## src/rtl/remind_alert.sv

```systemverilog
// Hydration alert driver: turns the registered remind level into a beeping, snoozable, acknowledgeable alert.
// Optional build macro REMIND_ESCALATE_EN: once all snoozes are spent, the buzzer sounds continuously in ALERT.
module remind_alert #(
  parameter int TICK_DIV       = 50000000,
  parameter int BEEP_ON_TICKS  = 1,
  parameter int BEEP_OFF_TICKS = 1,
  parameter int SNOOZE_TICKS   = 300,
  parameter int MAX_SNOOZE     = 3
) (
  input  logic       clk,
  input  logic       reset,
  input  logic       remind,
  input  logic       ack_btn,
  input  logic       snooze_btn,
  output logic       buzzer,
  output logic       led,
  output logic [1:0] state,
  output logic [1:0] snooze_used
);

  typedef enum logic [1:0] {IDLE = 2'b00, ALERT = 2'b01, SNOOZE = 2'b10, ACKED = 2'b11} state_t;

  localparam int TW       = $clog2(TICK_DIV);
  localparam int BEEP_MAX = (BEEP_ON_TICKS > BEEP_OFF_TICKS) ? BEEP_ON_TICKS : BEEP_OFF_TICKS;
  localparam int BW       = $clog2(BEEP_MAX + 1);
  localparam int SW       = $clog2(SNOOZE_TICKS + 1);

  localparam logic [TW-1:0] TICK_LAST   = TW'(TICK_DIV - 1);
  localparam logic [BW-1:0] ON_LAST     = BW'(BEEP_ON_TICKS - 1);
  localparam logic [BW-1:0] OFF_LAST    = BW'(BEEP_OFF_TICKS - 1);
  localparam logic [SW-1:0] SNOOZE_LOAD = SW'(SNOOZE_TICKS);
  localparam logic [1:0]    SNOOZE_CAP  = 2'(MAX_SNOOZE);

  state_t          cur_state, state_n;
  logic [TW-1:0]   tick_cnt, tick_n;
  logic [BW-1:0]   beep_cnt, beep_n;
  logic [SW-1:0]   timer, timer_n;
  logic [1:0]      used_n;
  logic            beep_phase, phase_n;
  logic            tick;
  logic            ack_p0, ack_p1, ack_p2;
  logic            snz_p0, snz_p1, snz_p2;
  logic            ack_evt, snz_evt;

  // p0/p1 resynchronise the raw buttons; p2 holds the previous synchronized value for edge detection
  always_ff @(posedge clk or negedge reset) begin
    if (!reset) begin
      ack_p0 <= 1'b0;
      ack_p1 <= 1'b0;
      ack_p2 <= 1'b0;
      snz_p0 <= 1'b0;
      snz_p1 <= 1'b0;
      snz_p2 <= 1'b0;
    end else begin
      ack_p0 <= ack_btn;
      ack_p1 <= ack_p0;
      ack_p2 <= ack_p1;
      snz_p0 <= snooze_btn;
      snz_p1 <= snz_p0;
      snz_p2 <= snz_p1;
    end
  end

  assign ack_evt = ack_p1 & ~ack_p2;
  assign snz_evt = snz_p1 & ~snz_p2;
  assign tick    = (tick_cnt == TICK_LAST);

  always_ff @(posedge clk or negedge reset) begin
    if (!reset) begin
      cur_state   <= IDLE;
      tick_cnt    <= '0;
      beep_cnt    <= '0;
      beep_phase  <= 1'b0;
      timer       <= '0;
      snooze_used <= '0;
    end else begin
      cur_state   <= state_n;
      tick_cnt    <= tick_n;
      beep_cnt    <= beep_n;
      beep_phase  <= phase_n;
      timer       <= timer_n;
      snooze_used <= used_n;
    end
  end

  always_comb begin
    state_n = cur_state;
    tick_n  = tick ? '0 : tick_cnt + TW'(1);
    beep_n  = beep_cnt;
    phase_n = beep_phase;
    timer_n = timer;
    used_n  = snooze_used;
    case (cur_state)
      IDLE: begin
        used_n = '0;
        if (remind) begin
          state_n = ALERT;
          tick_n  = '0;
          beep_n  = '0;
          phase_n = 1'b1;
        end
      end
      ALERT: begin
        if (ack_evt) begin
          state_n = ACKED;
        end else if (!remind) begin
          state_n = IDLE;
        end else if (snz_evt && (snooze_used < SNOOZE_CAP)) begin
          state_n = SNOOZE;
          used_n  = snooze_used + 2'd1;
          timer_n = SNOOZE_LOAD;
          tick_n  = '0;
        end else if (tick) begin
          // A rejected snooze falls through here so the beep keeps its cadence
          if (beep_phase ? (beep_cnt == ON_LAST) : (beep_cnt == OFF_LAST)) begin
            phase_n = ~beep_phase;
            beep_n  = '0;
          end else begin
            beep_n = beep_cnt + BW'(1);
          end
        end
      end
      SNOOZE: begin
        if (ack_evt) begin
          state_n = ACKED;
        end else if (!remind) begin
          state_n = IDLE;
        end else if (tick) begin
          if (timer == SW'(1)) begin
            state_n = ALERT;
            tick_n  = '0;
            beep_n  = '0;
            phase_n = 1'b1;
          end else begin
            timer_n = timer - SW'(1);
          end
        end
      end
      ACKED: begin
        if (!remind) state_n = IDLE;
      end
      default: state_n = IDLE;
    endcase
  end

  always_comb begin
    buzzer = 1'b0;
    led    = 1'b0;
    case (cur_state)
      ALERT: begin
        led    = 1'b1;
        buzzer = beep_phase;
`ifdef REMIND_ESCALATE_EN
        if (snooze_used == SNOOZE_CAP) buzzer = 1'b1;
`endif
      end
      SNOOZE:  led = tick_cnt[TW-1];
      default: ;
    endcase
  end

  assign state = cur_state;

endmodule
```

## config.mk

```make
export PLATFORM = sky130hd
export DESIGN_NAME = remind_alert
export DESIGN_NICKNAME = d
export VERILOG_FILES = /design/src/rtl/remind_alert.sv
export SDC_FILE = /design/constraint.sdc
export NUM_CORES = 1
export LEC_CHECK = 0
export ABC_AREA = 0
export CELL_PAD_IN_SITES_DETAIL_PLACEMENT = 1
export CELL_PAD_IN_SITES_GLOBAL_PLACEMENT = 1
export CORE_MARGIN = 3
export CORE_UTILIZATION = 25
export CTS_BUF_LIST = sky130_fd_sc_hd__clkbuf_4 sky130_fd_sc_hd__clkbuf_8
export DETAILED_ROUTE_END_ITERATION = 6
export DONT_BUFFER_PORTS = 1
export GPL_TIMING_DRIVEN = 0
export PLACE_DENSITY = 0.46
export SYNTH_ARGS = -nofsm -noshare
export SYNTH_HDL_FRONTEND = slang
export SYNTH_SLANG_ARGS = --single-unit
```

## constraint.sdc

```tcl
create_clock -name clk -period 2.4 [get_ports clk]
set_input_delay 0.48 -clock clk [delete_from_list [all_inputs] [get_ports clk]]
set_output_delay 0.48 -clock clk [all_outputs]
set_load 0.02 [all_outputs]
```

==> impl_summary.txt, run 1 <==
----------------------------------------------------
[Timing]
  Final number of max-transition violations ... 0
  Maximum clock rate ... 434 MHz
  Count of endpoints failing setup in the final report ... 0
  Hold Worst Slack ... 0.00190 ns
  Smallest setup slack after layout ... 0.0952 ns
  Number of hold-slack violations in the final timing report ... 0
  Sum of negative setup slack ... 0 ns
  Final critical-path share of the clock period ... 0.960
  Setup repair after global routing missed its margin ... no
  Rel. slew slack ... 0.464
  Final critical path time including I/O delays and setup ... 2.30 ns
  Final setup skew ... 0.0100 ns
  Slew of the pin with the lowest slew margin ... 0.797 ns

[Logic synthesis]
  Yosys warning count ... 0
  Number of flops mapped to enable cells by yosys ... 0
  Main flop type after synthesis ... dfrtp_1
  Share of synthesized area occupied by flip-flops and latches ... 0.439
  Mux share of post-synthesis cell area ... 0.0162
  Post-synthesis share of cell area spent on full adders, half adders and majority gates ... 0.0429
  Post-Synthesis Cell Area ... 2620 um^2
  Distinct cell type count after synthesis ... 51
  Parity-gate share of the synthesized area counting xor and xnor cells ... 0.0835
  Share of synthesized cell area in and, or, nand and nor gates ... 0.275
  Dominant cell type by area after synthesis ... dfrtp_1
  Leading post-synthesis cells by cell area ... dfrtp_1, nor2_1, xnor2_1
  Combinational family with the most area after synthesis ... simple AND/OR/NAND/NOR gates
  Total of flip-flops plus latches after synthesis ... 46
  Complex-gate fraction of the synthesized area ... 0.104
  Proportion of netlist area held by the largest area contributor ... 0.439
  Share of synthesized flip-flops with an asynchronous set or reset ... 1.00
  Post-synthesis cell count ... 270
  Synthesized area divided by synthesized cell count ... 9.71 um^2
  Syn nets ... 284

[Global routing]
  Overflow after GRT ... 0
  Largest net degree at the start of global routing ... 47
  Number of antenna violations at the first check in global routing ... 0
  Wire length of the first global-routing pass ... 10.8 mm
  Global-route usage over all layers ... 0.116
  Via count of the first global-routing pass ... 2086

[Drt]
  Vias/cell ... 4.77
  Final ANT Viol Nets ... 0
  Aggregate routed wire length ... 6.40 mm
  Mean routed wirelength per cell ... 15.5 um
  Violation count after the first detailed-routing iteration ... 37
  Count of TritonRoute iterations in the first routing pass ... 4
  Overall via count from detail_route ... 1969
  Remaining design rule violation count ... 0

[Placement]
  Placed wire-length estimate after detailed placement ... 4.41 mm
  Buffers added on ports ... 0
  Placed Cells ... 403
  Total placed instance area ... 2790 um^2
  Placement Setup Slack ... -0.473 ns
  Global placement routability congestion ... 0.744

[Finish]
  Post-route cell area ... 3010 um^2
  Core utilization of the finished layout ... 0.301
  Layout overhead on the synthesized area ... 14.8%
  Final Non-Filler Cells ... 413
  Antenna Cells ... 0
  Number of inserted filler cells in the final layout ... 1164
  Fraction of final layout cells sized beyond drive strength 1 ... 0.150
  Nets@finish ... 293

[Status]
  Run status ... finished clean

[CTS]
  Buffer levels on the longest clock path ... 2
  Clock tree root driver cell ... clkbuf_8
  Insertion delay of the later-clocked pin in the worst-skew pair ... 0.30 ns
  Total CTS buffers ... 5
  H-tree depth ... 2
  Clock-pin slew on the worst setup and hold paths ... 0.09 ns
  TritonCTS clock tree ... done
  Sink count of the clock tree ... 46

[Job]
  Max Cap Violations ... 0

[Setup path]
  Ordered list of cells on the worst path ... ha_2, or3b_4, a2111oi_4, buf_4, nand3_1, or3_1, a21oi_1
  Kind of critical path ... register to register
  Crit path max-delay cell type ... dfrtp_2
  Data arrival time at the worst-slack endpoint ... 2.53 ns
  Critical Path RT ... 2.63 ns
  Category of the worst setup path launch point ... register
  Sort of element at the end of the critical path ... register
  Crit path launch ... snooze_used[0]
  RR Startpoint ... snooze_used[0]
  Slowest Stage Delay on Critical Path ... 0.49 ns
  Highest fanout seen on the critical path ... 6

[Die]
  Top-level port count ... 11
  Std-Cell Rows ... 36
  Die outline height ... 108 um
  Die width ... 108 um
  Initial Util ... 0.262
  Total core area ... 10000 um^2
  Total Die Area ... 11800 um^2

[Min path]
  Min-delay worst type ... input pin to async pin

[Power]
  Total power ... 2.48 mW
  Maximum resistive drop on vdd ... 242 uV
  Static leakage power ... 1.20 nW
  Cell Pwr Density ... 825 nW/um^2

----------------------------------------------------
## final timing paths
path | endpoint | depth (start not counted) | slack, ns
hold reg to reg | ack_p1 | 0 | 0.36
min in group clk | snz_p0 | 0 | 0.20
setup reg to reg | timer[7] | 7 | 0.1
setup / recovery | timer[7] | 7 | 0.1
hold / removal | snooze_used[1] | 1 | 0.002
max in group asynchronous | state[1] | 1 | 2.14
## cell usage after synthesis, drive strengths merged (2+ instances only)
cell type and number:
o31ai 2, a21o 3, nand4b 2, nor2b 6, nor3b 4, nor3 6, o21ai 8, buf 4
and2 5, mux2i 2, inv 13, a21oi 9, and4 4, ha 9, xnor2 15, nor2 35
and3 3, clkbuf 5, nor4 6, nor4b 3, dfrtp 46, or3 5, o21bai 2, a2111oi 2
mux2 2, nand2b 2, nand4 11, nand2 19, xor2 10, or3b 2, a22o 3, nand3 14
## kinds of logic (layout without fill, tap and decap cells)
kind of cell,count (synthesis),in the layout
buf+inv,22,32
simple gates,129,129
xor+xnor,25,25
flops,46,46
fa+ha+maj,9,9
mux,4,4
compound gates,35,35
## critical path: cells and delay by family, from the launching register on
kind	cells	cell delay, ns
AO/OA/AOI/OAI	2	0.48
adder cells (fa/ha/maj)	1	0.24
buffers and inverters	1	0.20
flip-flops	1	0.49
AND/OR/NAND/NOR	3	0.81
## cell usage in the layout, fill, tap and decap left out, types with 3 or more instances in the layout
master and n:
a22o_1 3, nor2b_1 5, nand4_1 9, or3_1 5
nand3_1 13, nor2_1 35, a21oi_1 9, nand2_1 19
nor3_1 6, nor4_1 4, and4_1 4, and2_1 5
clkbuf_8 6, ha_1 6, xnor2_1 15, dfrtp_2 4
dfrtp_1 42, nor3b_1 3, o21ai_0 8, a21o_1 3
xor2_1 10, buf_6 3, buf_4 3, clkbuf_4 3
inv_1 13
## routing by layer
metal / GRT usage / part of all wire / wire, um / vias to the layer above
li1: - / - / - / 964
met1: 0.156 / 0.50 / 3200 / 988
met2: 0.190 / 0.47 / 3000 / 12
met3: 0.0239 / 0.022 / 140 / 5
met4: 0.0298 / 0.0092 / 59 / 0
met5: 0 / 0 / 0 / -
## power breakdown
| group | internal, mW | switching (mW) | leakage [nW] |
|---|---|---|---|
| sequential | 0.892 | 0.148 | 0.595 |
| combinational | 0.379 | 0.545 | 0.549 |
| clock | 0.245 | 0.274 | 0.0517 |
| total | 1.52 | 0.967 | 1.20 |
## timing repair
| action | 4_1_cts | 5_1_grt |
|---|---|---|
| hold buffers | 1 | 0 |
| buffers inserted | 1 | 1 |
| hold endpoints to repair | 46 | 0 |
| gates resized for setup | 15 | 10 |
| pin swaps | 1 | 1 |
| endpoints found under the setup margin | 36 | 31 |
## state kept, by name (all words and copies together), names as in the netlist, 2 cells and up
name and flops:
tick_cnt 26, snooze_used 2, timer 9, state 2
## cell type report
class / count / area [um^2] / area share
buffer: 8 / 65.1 / 0.0216
inverter: 13 / 48.8 / 0.0162
clock buffer: 7 / 90.1 / 0.0299
multi-input combinational: 202 / 1440 / 0.477
sequential: 46 / 1160 / 0.384
timing repair buffer: 3 / 42.5 / 0.0141
tap: 133 / 166 / 0.0553
clock inverter: 1 / 5.00 / 0.00166
(Power assumes the default switching activity.)
==> run 2, diff against run 1 <==
CAP_MARGIN = 40   (was not set)
CORE_MARGIN = 4   (was 3)
==> run 2 against run 1 <==
  * First-iteration DRC count up 5.4%
  * Clock power about the same
  * Via count down 1.9%
  * Critical path type unchanged
  * Largest cell class unchanged
  * Largest power group unchanged
==> impl_summary.txt, run 2 (synthesis results as in run 1) <==
----------------------------------------------------
[Setup path]
  Critical Path RT ... 2.65 ns (+0.02 ns)
  Sort of element at the end of the critical path ... register
  Highest fanout seen on the critical path ... 6 (unchanged)
  Register-to-register path setup slack ... 0.14 ns (+0.05 ns)
  Family with the most delay on the worst path ... simple AND/OR/NAND/NOR gates
  Count of cells along the worst register-to-register path ... 7 (unchanged)
  Data arrival time at the worst-slack endpoint ... 2.51 ns (-0.02 ns)
  Ordered list of cells on the worst path ... ha_4, or3b_4, a2111oi_4, buf_4, nand4b_1, or3_1, nand3_1
  Kind of critical path ... register to register
  CP bufs+invs ... 1 (unchanged)
  Slowest Stage Delay on Critical Path ... 0.50 ns (about the same)
  Crit path max-delay cell type ... dfrtp_2
  Category of the worst setup path launch point ... register
  Capture instance of the worst register-to-register path ... timer[8]
  RR Startpoint ... snooze_used[0]

[Timing]
  Final critical path time including I/O delays and setup ... 2.26 ns (-0.0488 ns)
  Count of endpoints failing setup in the final report ... 0 (unchanged)
  Number of hold-slack violations in the final timing report ... 0 (unchanged)
  Setup repair after global routing missed its margin ... no
  Slew of the pin with the lowest slew margin ... 0.542 ns (-0.255 ns)
  Maximum clock rate ... 443 MHz (+2.2%)
  Final critical-path share of the clock period ... 0.940 (-0.0203)
  Hold Worst Slack ... 0.0108 ns (+0.00891 ns)
  Final number of max-transition violations ... 0 (unchanged)
  Rel. slew slack ... 0.637 (+0.172)
  Sum of negative setup slack ... 0 ns (unchanged)
  Final setup skew ... 0.0111 ns (+0.00104 ns)
  Smallest setup slack after layout ... 0.144 ns (+0.0488 ns)

[CTS]
  Clock-pin slew on the worst setup and hold paths ... 0.10 ns (about the same)
  Buffer levels on the longest clock path ... 2 (unchanged)
  TritonCTS clock tree ... done
  Clock tree root driver cell ... clkbuf_8
  Insertion delay of the later-clocked pin in the worst-skew pair ... 0.31 ns (about the same)
  Sink count of the clock tree ... 46 (unchanged)
  Total CTS buffers ... 5 (unchanged)
  H-tree depth ... 2 (unchanged)

[Global routing]
  Number of antenna violations at the first check in global routing ... 0 (unchanged)
  Wire length of the first global-routing pass ... 11.2 mm (+4.0%)
  Largest net degree at the start of global routing ... 47 (unchanged)
  Via count of the first global-routing pass ... 2076 (-0.48%)
  Overflow after GRT ... 0 (unchanged)
  Met3 demand-to-capacity share in global routing ... 0.0236 (-0.000319)
  Met1 global-route usage ... 0.152 (-0.00321)
  Global routing usage on met2 ... 0.181 (-0.00897)
  Global-route layer with the greatest usage ... met2
  Global-route usage over all layers ... 0.112 (-0.00410)

[Finish]
  Register ranked first by flip-flop count ... tick_cnt
  Core utilization of the finished layout ... 0.295 (-0.00595)
  Number of inserted filler cells in the final layout ... 1204 (+3.4%)
  Post-route cell area ... 3030 um^2 (+0.75%)
  Final Non-Filler Cells ... 417 (+0.97%)
  Fraction of final layout cells sized beyond drive strength 1 ... 0.153 (+0.00302)
  Most used cells in the layout excluding fill and tap cells ... dfrtp_1, nor2_1, nand2_1, xnor2_1, nand3_1
  Nets@finish ... 294 (+0.34%)
  Layout overhead on the synthesized area ... 15.6%
  Commonest non-fill, non-tap cell in the layout ... dfrtp_1
  Top flop regs ... tick_cnt: 26 flops, timer: 9 flops
  Number of flip-flops in the largest register ... 26 (unchanged)
  Antenna Cells ... 0 (unchanged)

[Power]
  Internal cell power ... 1.50 mW (-1.3%)
  Cell Pwr Density ... 828 nW/um^2 (+0.36%)
  Switching share of total power ... 0.404 (+0.0144)
  Maximum resistive drop on vdd ... 266 uV (+9.9%)
  Share of total power in sequential cells ... 0.419 (about the same)
  Total power ... 2.51 mW (+1.1%)
  Combinational cell fraction of total power ... 0.375 (+0.003)
  Static leakage power ... 1.19 nW (-0.14%)
  Proportion of power drawn by the clock network ... 0.206 (-0.003)
  Net switching power figure ... 1.01 mW (+4.8%)

[Placement]
  Placed wire-length estimate after detailed placement ... 4.56 mm (+3.4%)
  Placed Cells ... 407 (+0.99%)
  Placement Setup Slack ... -0.553 ns (-0.0797 ns)
  Total placed instance area ... 2800 um^2 (+0.49%)
  Global placement routability congestion ... 0.710 (-4.6%)
  Buffers added on ports ... 0 (unchanged)

[Die]
  Die outline height ... 110 um (+1.8%)
  Die width ... 110 um (+1.8%)
  Std-Cell Rows ... 37 (+2.8%)
  Total Die Area ... 12200 um^2 (+3.7%)
  Total core area ... 10300 um^2 (+2.8%)
  Top-level port count ... 11 (unchanged)
  Initial Util ... 0.255 (-0.00709)

[Job]
  Max Cap Violations ... 0 (unchanged)

[Drt]
  Final ANT Viol Nets ... 0 (unchanged)
  Mean routed wirelength per cell ... 15.4 um (-0.32%)
  Count of TritonRoute iterations in the first routing pass ... 4 (unchanged)
  Aggregate routed wire length ... 6.44 mm (+0.64%)
  Vias/cell ... 4.63 (-2.9%)
  Overall via count from detail_route ... 1931 (-1.9%)
  Remaining design rule violation count ... 0 (unchanged)
  Violation count after the first detailed-routing iteration ... 39 (+5.4%)

[Status]
  Run status ... finished clean

[Min path]
  Min-delay worst type ... input pin to async pin

----------------------------------------------------
## run 2: cell types whose count changed in the layout (fill, tap and decap cells not counted), sizes merged
cell / previous run / this run
clkbuf: 11 / 9
inv: 13 / 14
clkinvlp: 0 / 1
clkdlybuf4s18: 0 / 1
## run 2: worst max path at each step
stage	start	end	slack (ns)	depth (start not counted)
after floorplan	snooze_used[0]	tick_cnt[15]	0.19	8
after global placement	snooze_used[0]	tick_cnt[13]	-0.54	8
after detailed placement	snooze_used[0]	tick_cnt[16]	-0.55	8
after CTS	snooze_used[1]	timer[5]	0.009	8
after global routing	snooze_used[0]	timer[6]	0.001	8
final	snooze_used[0]	timer[8]	0.14	7
## run 2: worst register-to-register path: stages, from the launching register on
cell and delay, ns:
dfrtp_2 0.50, ha_4 0.20, or3b_4 0.41, a2111oi_4 0.34, buf_4 0.20, nand4b_1 0.14
or3_1 0.33, nand3_1 0.08
## run 2: area by class of cell
type / count / area, um^2 / share of cell area
Multi-Input combinational cell: 202 / 1450 / 0.478
Sequential cell: 46 / 1160 / 0.381
Tap cell: 136 / 170 / 0.0561
Clock buffer: 5 / 68.8 / 0.0227
Buffer: 8 / 61.3 / 0.0202
Timing Repair Buffer: 4 / 52.6 / 0.0173
Inverter: 13 / 48.8 / 0.0161
Clock inverter: 3 / 25.0 / 0.00825
## run 2: metal layers
| metal | vias up | part of all wire |
|---|---|---|
| met1 | 950 | 0.50 |
| met5 | - | 0 |
| met3 | 2 | 0.017 |
| li1 | 968 | - |
| met4 | 0 | 0.0062 |
| met2 | 11 | 0.48 |
## run 2: repair_timing
action / CTS / global route
hold endpoints to repair: 46 / 0
resized for setup: 15 / 13
endpoints found under the setup margin: 36 / 29
buffers inserted: 1 / 1
pin swaps: 1 / 0
hold buffers: 1 / 0
## run 2: power groups by stage
stage | sequential, mW | clock [mW] | combinational [mW]
3_5_place_dp | 1.05 | 0 | 0.857
6_report | 1.05 | 0.517 | 0.942
2_1_floorplan | 1.01 | 0 | 0.651
5_1_grt | 1.07 | 0.579 | 1.08
3_3_place_gp | 1.05 | 0 | 0.848
4_1_cts | 1.04 | 0.551 | 0.938
==> run 3, diff against run 2 <==
MAX_ROUTING_LAYER = met4   (was not set)
==> run 3 against run 2 <==
  * Maximum frequency down 0.34%
  * Design area unchanged
  * Global-route usage is 0.31 points higher
  * First-iteration DRC count grew 10%
  * Sequential share of layout area did not move
  * Critical path type unchanged
==> impl_summary.txt, run 3 (synthesis results as in run 1) <==
----------------------------------------------------
[CTS]
  H-tree depth ... 2 (unchanged)
  Clock tree root driver cell ... clkbuf_8
  Insertion delay of the later-clocked pin in the worst-skew pair ... 0.30 ns (about the same)
  Sink count of the clock tree ... 46 (unchanged)
  Clock-pin slew on the worst setup and hold paths ... 0.10 ns (about the same)
  Total CTS buffers ... 5 (unchanged)
  Buffer levels on the longest clock path ... 2 (unchanged)
  TritonCTS clock tree ... done

[Timing]
  Maximum clock rate ... 442 MHz (-0.34%)
  Final number of max-transition violations ... 0 (unchanged)
  Setup repair after global routing missed its margin ... no
  Final critical path time including I/O delays and setup ... 2.26 ns (+0.00770 ns)
  Smallest setup slack after layout ... 0.136 ns (-0.00770 ns)
  Count of endpoints failing setup in the final report ... 0 (unchanged)
  Slew of the pin with the lowest slew margin ... 0.557 ns (+0.0156 ns)
  Rel. slew slack ... 0.626 (-0.0105)
  Sum of negative setup slack ... 0 ns (unchanged)
  Final critical-path share of the clock period ... 0.943 (+0.00321)
  Hold Worst Slack ... 0.0141 ns (+0.00328 ns)
  Number of hold-slack violations in the final timing report ... 0 (unchanged)
  Final setup skew ... 0.00635 ns (-0.00472 ns)

[Setup path]
  Crit path max-delay cell type ... dfrtp_2
  CP bufs+invs ... 1 (unchanged)
  Data arrival time at the worst-slack endpoint ... 2.51 ns (about the same)
  Family with the most delay on the worst path ... simple AND/OR/NAND/NOR gates
  Category of the worst setup path launch point ... register
  Critical Path RT ... 2.65 ns (about the same)
  Kind of critical path ... register to register
  Slowest Stage Delay on Critical Path ... 0.50 ns (about the same)
  Sort of element at the end of the critical path ... register
  Ordered list of cells on the worst path ... ha_4, or3b_4, a2111oi_4, buf_4, nand4b_1, or3_1, nand3_1
  Highest fanout seen on the critical path ... 6 (unchanged)

[Die]
  Initial Util ... 0.255 (unchanged)
  Die width ... 110 um (unchanged)
  Total core area ... 10300 um^2 (unchanged)
  Std-Cell Rows ... 37 (unchanged)
  Die outline height ... 110 um (unchanged)
  Top-level port count ... 11 (unchanged)
  Total Die Area ... 12200 um^2 (unchanged)

[Placement]
  Buffers added on ports ... 0 (unchanged)
  Total placed instance area ... 2800 um^2 (unchanged)
  Placed Cells ... 407 (unchanged)
  Global placement routability congestion ... 0.718 (+1.1%)
  Placement Setup Slack ... -0.553 ns (unchanged)
  Placed wire-length estimate after detailed placement ... 4.56 mm (unchanged)

[Finish]
  Antenna Cells ... 0 (unchanged)
  Top flop regs ... tick_cnt: 26 flops, timer: 9 flops
  Number of inserted filler cells in the final layout ... 1204 (unchanged)
  Fraction of final layout cells sized beyond drive strength 1 ... 0.153 (unchanged)
  Post-route cell area ... 3030 um^2 (unchanged)
  Nets@finish ... 294 (unchanged)
  Most used cells in the layout excluding fill and tap cells ... dfrtp_1, nor2_1, nand2_1, xnor2_1, nand3_1
  Number of flip-flops in the largest register ... 26 (unchanged)
  Layout overhead on the synthesized area ... 15.6% (unchanged)
  Final Non-Filler Cells ... 417 (unchanged)
  Core utilization of the finished layout ... 0.295 (unchanged)
  Commonest non-fill, non-tap cell in the layout ... dfrtp_1
  Register ranked first by flip-flop count ... tick_cnt

[Drt]
  Mean routed wirelength per cell ... 15.4 um (-0.20%)
  Remaining design rule violation count ... 0 (unchanged)
  Vias/cell ... 4.64 (+0.10%)
  Violation count after the first detailed-routing iteration ... 43 (+10%)
  Overall via count from detail_route ... 1933 (+0.10%)
  Count of TritonRoute iterations in the first routing pass ... 4 (unchanged)
  Final ANT Viol Nets ... 0 (unchanged)
  Aggregate routed wire length ... 6.42 mm (-0.20%)

[Global routing]
  Largest net degree at the start of global routing ... 47 (unchanged)
  Wire length of the first global-routing pass ... 11.2 mm (about the same)
  Number of antenna violations at the first check in global routing ... 0 (unchanged)
  Global-route usage over all layers ... 0.115 (+0.00305)
  Via count of the first global-routing pass ... 2074 (-0.096%)
  Overflow after GRT ... 0 (unchanged)

[Min path]
  Min-delay worst type ... input pin to async pin

[Power]
  Maximum resistive drop on vdd ... 266 uV (about the same)
  Cell Pwr Density ... 826 nW/um^2 (-0.17%)
  Static leakage power ... 1.19 nW (unchanged)
  Total power ... 2.51 mW (-0.17%)

[Status]
  Run status ... finished clean

[Job]
  Max Cap Violations ... 0 (unchanged)

----------------------------------------------------
==> run 3: cell counts in the layout (fill, tap and decap cells not counted) <==
No cell type changed its count.
==> run 3: final cells by class <==
| type | instances | area (um^2) | share of cell area |
|---|---|---|---|
| clock inverters | 3 | 25.0 | 0.00825 |
| plain buffers | 8 | 61.3 | 0.0202 |
| repair buffers | 4 | 52.6 | 0.0173 |
| clock buffers | 5 | 68.8 | 0.0227 |
| multi-input cells | 202 | 1450 | 0.478 |
| flip-flops and latches | 46 | 1160 | 0.381 |
| inverters | 13 | 48.8 | 0.0161 |
| well taps | 136 | 170 | 0.0561 |
==> run 3: routing by layer <==
layer	share of wire	track usage
met1	0.50	0.153
met2	0.48	0.180
met3	0.017	0.0236
met4	0.0076	0.0271
met5	0	-
==> run 3: power breakdown <==
group / switching, mW / internal, mW / total, mW
combinational: 0.548 / 0.393 / 0.942
clock: 0.302 / 0.211 / 0.513
sequential: 0.160 / 0.892 / 1.05
==> run 3: path summary, 6_finish.rpt <==
kind	cells past startpoint	slack, ns	startpoint	end
setup / recovery	7	0.14	snooze_used[0]	timer[8]
hold / removal	1	0.01	reset	snooze_used[1]
setup reg to reg	7	0.14	snooze_used[0]	timer[8]
hold reg to reg	0	0.36	ack_p0	ack_p1
max in group asynchronous	1	2.16	reset	state[0]
min in group clk	0	0.19	ack_btn	ack_p0
==> run 3: worst reg2reg max path: stages (launching register included) <==
cell and delay (ns):
dfrtp_2 0.50, ha_4 0.20, or3b_4 0.41, a2111oi_4 0.34
buf_4 0.20, nand4b_1 0.14, or3_1 0.33, nand3_1 0.08
==> run 3: what timing repair did <==
| action | 4_1_cts | 5_1_grt |
|---|---|---|
| buffers inserted | 1 | 1 |
| gates resized for setup | 15 | 13 |
| setup endpoints to repair | 36 | 29 |
| pin swaps | 1 | 0 |
| hold buffers | 1 | 0 |
| endpoints found under the hold margin | 46 | 0 |
